### src/rtl/adc_capture_packer.sv
// adc_capture_fifo: first-word-fall-through buffer carrying {last, data} words for the capture packer.
// Latency: a word written at edge n is visible on rd_vld/rd_dat right after edge n.
// Backpressure: wr_rdy drops only when full and no pop is happening in the same cycle.
//
// Ports: clk_i/rst_i clock and async active-high reset; wr_* write side; rd_* read side;
//        empty_nxt reports that the FIFO will be empty after the coming clock edge.
module adc_capture_fifo #(
    parameter int W  = 33,
    parameter int AW = 4
) (
    input  logic         clk_i,
    input  logic         rst_i,
    input  logic         wr_vld,
    input  logic [W-1:0] wr_dat,
    output logic         wr_rdy,
    output logic         rd_vld,
    output logic [W-1:0] rd_dat,
    input  logic         rd_rdy,
    output logic         empty_nxt
);
    localparam int DEPTH = 1 << AW;

    logic [W-1:0] mem [DEPTH];
    logic [AW:0]  wptr;
    logic [AW:0]  rptr;
    logic [AW:0]  wptr_nxt;
    logic [AW:0]  rptr_nxt;
    logic         full;
    logic         empty;
    logic         wr_en;
    logic         rd_en;

    // Pointers carry one extra wrap bit so full and empty are distinguishable.
    assign empty     = (wptr == rptr);
    assign full      = (wptr[AW] != rptr[AW]) && (wptr[AW-1:0] == rptr[AW-1:0]);
    assign rd_vld    = !empty;
    assign rd_en     = rd_vld && rd_rdy;
    // A pop in the same cycle frees the slot, so a full FIFO can still take a write.
    assign wr_rdy    = !full || rd_en;
    assign wr_en     = wr_vld && wr_rdy;
    assign wptr_nxt  = wptr + (AW+1)'(wr_en);
    assign rptr_nxt  = rptr + (AW+1)'(rd_en);
    assign empty_nxt = (wptr_nxt == rptr_nxt);
    assign rd_dat    = mem[rptr[AW-1:0]];

    always_ff @(posedge clk_i or posedge rst_i) begin
        if (rst_i) begin
            wptr <= '0;
            rptr <= '0;
        end else begin
            wptr <= wptr_nxt;
            rptr <= rptr_nxt;
        end
    end

    // Storage needs no reset: contents are only observed while pointers say valid.
    always_ff @(posedge clk_i) begin
        if (wr_en) begin
            mem[wptr[AW-1:0]] <= wr_dat;
        end
    end
endmodule

// adc_capture_packer: captures len DDR ADC words, converts both 12-bit samples to signed 16-bit, packs into 32 bits.
// Latency: sample at edge n, conversion register, FIFO write at edge n+1, word visible right after that edge.
// Backpressure: m_ready_i low fills the FIFO; writes into a full FIFO are dropped and flagged on overflow_o.
//
// Ports: clk_i/rst_i clock and async active-high reset; data_i DDR word ({rise, fall});
//        arm_i/len_i start a capture of len_i words; m_data_o/m_valid_o/m_ready_i/m_last_o output stream;
//        busy_o capture or drain in progress; overflow_o sticky drop flag, cleared by the next accepted arm.
module adc_capture_packer #(
    parameter int OFFSET_BINARY = 1,
    parameter int DEPTH_LOG2    = 4
) (
    input  logic        clk_i,
    input  logic        rst_i,
    input  logic [23:0] data_i,
    input  logic        arm_i,
    input  logic [15:0] len_i,
    output logic [31:0] m_data_o,
    output logic        m_valid_o,
    input  logic        m_ready_i,
    output logic        m_last_o,
    output logic        busy_o,
    output logic        overflow_o
);
    typedef enum logic [1:0] {IDLE, CAPTURE, DRAIN} state_t;

    state_t      state;
    state_t      state_nxt;
    logic [15:0] cnt;
    logic [31:0] conv_dat;
    logic        conv_vld;
    logic        conv_last;
    logic        arm_acc;
    logic        sample;
    logic        fifo_wr_rdy;
    logic        fifo_rd_vld;
    logic [32:0] fifo_rd_dat;
    logic        fifo_empty_nxt;

    // Offset-binary to two's complement is just an MSB flip, then sign-extend.
    function automatic logic [15:0] to_s16(input logic [11:0] s);
        logic [11:0] t;
        t = (OFFSET_BINARY != 0) ? (s ^ 12'h800) : s;
        return {{4{t[11]}}, t};
    endfunction

    assign arm_acc = (state == IDLE) && arm_i && (len_i != 16'd0);
    assign sample  = (state == CAPTURE);
    assign busy_o  = (state != IDLE);

    always_ff @(posedge clk_i or posedge rst_i) begin
        if (rst_i) begin
            state <= IDLE;
        end else begin
            state <= state_nxt;
        end
    end

    // cnt holds the words still to sample, so cnt==1 marks the final sample.
    // DRAIN waits for the last converted word to be written, then leaves on the
    // edge that empties the FIFO.
    always_comb begin
        state_nxt = state;
        case (state)
            IDLE:    if (arm_acc) state_nxt = CAPTURE;
            CAPTURE: if (cnt == 16'd1) state_nxt = DRAIN;
            DRAIN:   if (!conv_vld && fifo_empty_nxt) state_nxt = IDLE;
            default: state_nxt = IDLE;
        endcase
    end

    always_ff @(posedge clk_i or posedge rst_i) begin
        if (rst_i) begin
            cnt        <= '0;
            conv_dat   <= '0;
            conv_vld   <= 1'b0;
            conv_last  <= 1'b0;
            overflow_o <= 1'b0;
        end else begin
            conv_vld <= sample;
            if (arm_acc) begin
                cnt <= len_i;
            end else if (sample) begin
                cnt <= cnt - 16'd1;
            end
            if (sample) begin
                conv_dat  <= {to_s16(data_i[23:12]), to_s16(data_i[11:0])};
                conv_last <= (cnt == 16'd1);
            end
            // The counter keeps running on a drop, so capture duration is fixed by len.
            if (arm_acc) begin
                overflow_o <= 1'b0;
            end else if (conv_vld && !fifo_wr_rdy) begin
                overflow_o <= 1'b1;
            end
        end
    end

    adc_capture_fifo #(
        .W  (33),
        .AW (DEPTH_LOG2)
    ) u_fifo (
        .clk_i     (clk_i),
        .rst_i     (rst_i),
        .wr_vld    (conv_vld),
        .wr_dat    ({conv_last, conv_dat}),
        .wr_rdy    (fifo_wr_rdy),
        .rd_vld    (fifo_rd_vld),
        .rd_dat    (fifo_rd_dat),
        .rd_rdy    (m_ready_i),
        .empty_nxt (fifo_empty_nxt)
    );

    // Gate the read port so outputs read as zero whenever nothing is buffered.
    assign m_valid_o = fifo_rd_vld;
    assign m_data_o  = fifo_rd_vld ? fifo_rd_dat[31:0] : 32'd0;
    assign m_last_o  = fifo_rd_vld && fifo_rd_dat[32];
endmodule

### config.mk
export PLATFORM = sky130hd
export DESIGN_NAME = adc_capture_packer
export DESIGN_NICKNAME = d
export VERILOG_FILES = /design/src/rtl/adc_capture_packer.sv
export SDC_FILE = /design/constraint.sdc
export NUM_CORES = 1
export LEC_CHECK = 0
export CAP_MARGIN = 20
export CORE_MARGIN = 5
export CORE_UTILIZATION = 50
export DETAILED_ROUTE_END_ITERATION = 10
export GPL_TIMING_DRIVEN = 1
export PLACE_DENSITY = 0.68
export SYNTH_ARGS = -nofsm -noshare
export SYNTH_HDL_FRONTEND = slang
export SYNTH_SLANG_ARGS = --single-unit
### constraint.sdc
create_clock -name clk_i -period 6.55 [get_ports clk_i]
set_clock_uncertainty 0.1 [all_clocks]
set_input_delay 1.31 -clock clk_i [delete_from_list [all_inputs] [get_ports clk_i]]
set_output_delay 1.31 -clock clk_i [all_outputs]
set_load 0.05 [all_outputs]
* Word level (Yosys, flattened, before mapping)
Memories as Yosys holds them, arrays and structs flattened.
Cells that the tools add are included.
** Storage, ports and cells
- Register bits :: 59
- Memories :: 1
- Output and inout bits :: 36
- Logic and storage cells :: 54
- Input bits :: 44
- Bits in writable memories :: 528
** Cells by class
- Multiplexer cells :: 11
- Eq/ne operators :: 10
- $add $sub $neg :: 3
- Reductions and logical operators :: 19
- Bitwise logic cells :: 2
** Memories
- u_fifo.mem :: depth 16, bits a word 33, rd ports 1, clocked after Yosys merged registers in 0, write ports 1, RTL line 23 : logic [W-1:0] mem [DEPTH];
** Operators with widths (number)
- 2-to-1 mux 16 bit :: 2
- 2-to-1 mux 32 bit :: 1
- equality test 16 x 1 -> 1 bit (second input constant) :: 1
- nonzero test 16 bit :: 1
- subtractor 16 x 1 -> 16 bit (second input constant) :: 1
- adder 5 x 1 -> 5 bit :: 2
- equality test 5 bit :: 2
- logical AND 1 bit :: 8
- 2-to-1 mux 2 bit :: 3
- case mux 2 bit (3 select lines) :: 1
- nonzero test 2 bit :: 3
- equality test 4 bit :: 1
- logical NOT 1 bit :: 4
- 2-to-1 mux 1 bit :: 4
- != test 2 bit (second input constant) :: 2
- AND reduction 3 bit :: 1
- equality test 2 x 1 -> 1 bit (second input constant) :: 1
- equality test 2 bit (second input constant) :: 1
- logical NOT 2 bit :: 1
- != test 2 x 1 -> 1 bit (second input constant) :: 1
- inverter 1 bit :: 2
- logical OR 1 bit :: 1
- != test 1 bit :: 1

* Depth between registers and ports, before layout
- Word-level depth :: 10
- Depth in mapped cells :: 12
- Gate-level depth less buffers :: 11

* Hierarchy
Synthesis repeated with hierarchy kept, for this count alone.
** Second synthesis, totals
- Cells, all modules :: 1080
- Area total of the unflattened synthesis :: 22899.5 µm²
** By module, submodules not included
- adc_capture_fifo :: sequential area each 16105.4 µm², cells each 809, area an instance 20484.6 µm², instances 1
- adc_capture_packer :: sequential area each 1126.1 µm², cells each 271, area an instance 2414.8 µm², instances 1

* Least setup slack after synthesis
Ideal clock, no wire load.
- Path kind :: flip-flop to output port
- Start :: reg u_fifo.rptr[0]
- End :: out m_data_o[12]
- Path slack :: 1.623 ns
- Arrival :: 3.517 ns
- Cell stages (with the launch flop) :: 8
- Path buffers :: 4
- Required time :: 5.140 ns
- Path through :: dfrtp_1 > buf_2 > buf_1 > buf_2 > mux4_2 > mux2i_1 > a211oi_1 > buf_4
** Between the ends
- Longest elaborated chain between the ends :: 2
- Elaborated cells on any way between the ends :: 3
- Those cells by class :: eq/ne (1); mux (1); memory (1)
** RTL lines
- from (decl) :: RTL line 25 : logic [AW:0] rptr;
- from (signal assigned) :: RTL line 52 : rptr <= rptr_nxt;
- memory (16 x 33 bit) / equality test 5 bit (equally long branches)
- 2-to-1 mux 32 bit (*) :: RTL line 178 : assign m_data_o = fifo_rd_vld ? fifo_rd_dat[31:0] : 32'd0;
- to (decl) :: RTL line 80 : output logic [31:0] m_data_o,
Mark *: on every way between the ends. The rest lies on a longest branch, timed or not.

* Worst setup path in the final report
- Start :: reg u_fifo.rptr[1]
- End :: out m_data_o[27]
Same word-level chain as after synthesis.

==> results.py <==
metrics = {
    "flow_run": {
        "maxCapViolations": 0,
    },
    "clock_tree": {
        "htreeDepth": 2,
        "cts-resized-gates": 0,
        "cts_sinks": 455,
        "clock_latency_ns": 0.54,
        "cts_buffers": 45,
        "cts-root-buf": "clkbuf_16",
        "cts_tree": "built",
        "clk_pin_slew_worst_paths_ns": 0.06,
        "cts_buffer_depth": 3,
        "cts_hold_buf": 0,
        "post_cts_buffers": 0,
    },
    "route": {
        "viasPerCell": 5.93,
        "drt_wl_total_um": 37900,
        "drt_first_pass_iters": 6,
        "drc": 0,
        "drt_iter0_drc": 817,
        "vias": 9067,
        "ant_nets": 0,
        "avgRoutedWirePerCell_um": 24.8,
    },
    "worst_setup_path": {
        "cpMaxStageDelayCell": "dfrtp_4",
        "crit_chain": "buf_4, mux4_2, mux2i_1, a211oi_1, clkdlybuf4s50_1",
        "critPathKind": "flop to output pin",
        "r2r.worst_path.cells": 10,
        "critPathMaxStageDelay_ns": 0.97,
        "cp_data_arrival_time_ns": 3.94,
        "reg2reg_slack_ns": 2.59,
        "timing.rr.start": "u_fifo.rptr[1]",
        "crit_buf_inv": 2,
        "worst-endpoint-required_ns": 5.14,
        "start_kind": "flop",
        "r2r-end": "state[1]",
        "cp_max_fo": 64,
        "critPathTopFamily": "buffers and inverters",
        "end_kind": "output pin",
    },
    "floorplanning": {
        "core-area_um2": 35500,
        "die_x_um": 199,
        "dieArea_um2": 39700,
        "die_y_um": 199,
        "io_pins": 80,
        "initial_utilization_pct": 50.5,
        "rows": 69,
    },
    "synthesis": {
        "synthTopCellsByCount": "400 x edfxtp_1, 100 x mux4_2, 85 x nand2_1",
        "synth-seq-area-share_pct": 74.7,
        "synth-async-reset-ratio_pct": 12.1,
        "syn_area_um2": 17900,
        "yosys_warnings": 0,
        "syn-num-nets": 991,
        "synthTopCellsByArea": "edfxtp_1 67%, mux4_2 13%, dfrtp_1 7.7%",
        "synth_seq_cells": 455,
        "yosysTopAreaCell": "edfxtp_1",
        "yosys.area_share.simple_pct": 4.86,
        "syn_avg_cell_area_um2": 19.0,
        "synth-edff-count": 400,
        "yosysMostFrequentCell": "edfxtp_1",
        "synth_top_family_by_area": "multiplexers",
        "ys.flop_type": "edfxtp_1",
        "synth_top_area_share_pct": 67.0,
        "synthXorXnorAreaFrac_pct": 1.08,
        "synthMuxAreaShare_pct": 14.0,
        "synth_cells": 941,
        "synthAdderAreaFrac_pct": 0.419,
        "synth-compound-area-share_pct": 3.21,
        "yosys.cell_types.count": 40,
    },
    "final_layout": {
        "drive_gt1_share_pct": 20.2,
        "syn2layout_area_growth_pct": 16.6,
        "multi_input_area_um2": 4330,
        "n_fill_cell": 2521,
        "register_area_um2": 13400,
        "fin_cells": 1529,
        "antennaDiodeCount": 0,
        "nets": 1082,
        "final_core_util_pct": 58.9,
    },
    "min_path": {
        "hold_path_class": "flop to flop",
        "hold_depth": 2,
        "min_from": "cnt[14]",
        "holdPathEnd": "cnt[14]",
    },
    "place": {
        "globalplace.congestion": 0.741,
        "hpwl_um": 21100,
        "dp_cells": 1445,
        "numPortBuffers": 79,
    },
    "grt": {
        "grt_max_degree": 65,
        "antenna_found_initial": 0,
        "grt_use_total_pct": 19.6,
        "grt_pass1_wl_um": 58200,
        "grt-ovfl-total": 0,
        "grt_pass1_vias": 9364,
    },
    "sta": {
        "fin_setup_tns_ns": 0,
        "worst_pin_slew_ns": 1.11,
        "final.min_clock_period_ns": 5.35,
        "maxSlewHeadroom_pct": 25.9,
        "slew_viol_final": 0,
        "fmax_ghz": 0.187,
        "hold_violations": 0,
        "finalSetupViolations": 0,
        "final.period_utilization_pct": 81.7,
        "rsz0062_at_grt": "no",
    },
    "power_and_ir_drop": {
        "p_per_area_nw_per_um2": 547,
        "p_leak_nw": 6.86,
        "total_power_mw": 11.4,
        "irDropWorstVdd_v": 0.000654,
    },
    "status": {
        "status": "finished clean",
    },
}
-- cell type report --
| cell class | instances | share of cell area, % |
|---|---|---|
| well taps | 461 | 2.76 |
| clock inverters | 23 | 1.20 |
| flip-flops and latches | 455 | 64.2 |
| clock buffers | 60 | 5.71 |
| multi-input cells | 416 | 20.7 |
| inverters | 8 | 0.144 |
| repair buffers | 106 | 5.29 |
-- worst max path at each step --
stage,from,end,slack [ns],cells after the start
finish,u_fifo.rptr[1],m_data_o[27],1.20,5
global route,u_fifo.rptr[1],m_data_o[31],0.90,5
CTS,u_fifo.rptr[1],m_data_o[27],1.12,5
detailed placement,u_fifo.rptr[1],m_data_o[27],1.69,5
global placement,u_fifo.rptr[1],m_data_o[28],1.77,5
floorplan,u_fifo.rptr[0],m_data_o[12],1.62,7
-- kinds of logic after synthesis --
logic type                 Yosys count
adders and majority gates            6
xor gates and xnor gates            22
buffers and inverters               70
muxes                              125
DFF                                455
AOI/OAI and AO/OA                   82
and+or+nand+nor                    181
-- where the power goes --
group | internal, mW | total (mW) | switching, mW
Sequential | 4.13 | 4.76 | 0.624
Clock | 1.48 | 2.52 | 1.04
Combinational | 1.63 | 4.15 | 2.52
Total | 7.24 | 11.4 | 4.18
-- through the flow --
step	hold slack (ns)	setup slack (ns)	area, um^2
6_report	0.413	1.20	20900
4_1_cts	0.415	1.12	20900
2_1_floorplan	0.361	1.62	17900
3_5_place_dp	0.391	1.69	19400
5_1_grt	0.457	0.901	20900
3_3_place_gp	0.384	1.77	19300
-- tightest hold or removal path, delay by kind of cell, from the launching register on --
family	cells	cell delay (ns)
AO/OA/AOI/OAI	1	0.08
flip-flops	1	0.34
AND/OR/NAND/NOR	1	0.06
-- cells in the final DEF (no fill, tap or decap), types with 3 or more instances in the layout --
master	n
xnor2_1	15
nor3_1	7
inv_1	6
clkinv_2	4
nor3_2	6
nor2b_1	26
xor2_1	7
clkdlybuf4s50_1	79
bufinv_16	5
dfrtp_1	51
a21oi_1	6
edfxtp_1	400
mux4_2	100
buf_4	18
nor4_1	10
ha_1	6
a221o_1	3
nand2_1	85
a211oi_1	50
buf_12	4
nand2b_1	4
clkbuf_1	14
o311ai_0	3
dfrtp_4	3
buf_16	3
or3_1	5
nor2_1	7
clkbuf_16	45
nor2_4	10
o21ai_0	12
nand3_1	8
mux2i_1	25
clkinv_1	9
-- metal layers --
| layer | wire length (um) | vias to the layer above | track usage (%) |
|---|---|---|---|
| li1 | - | 3956 | - |
| met1 | 15800 | 4741 | 28.5 |
| met2 | 19100 | 322 | 32.5 |
| met3 | 2470 | 48 | 2.97 |
| met4 | 504 | 0 | 3.80 |
| met5 | 0 | - | 0 |
-- sequential cells by signal, indices dropped and copies added, names as in the netlist --
signal / count
u_fifo.mem: 400
conv_dat: 24
cnt: 16
u_fifo.rptr: 5
u_fifo.wptr: 5
state: 2
conv_last: 1
conv_vld: 1
overflow_o: 1
Note: power is estimated with default switching activity, not from simulation.
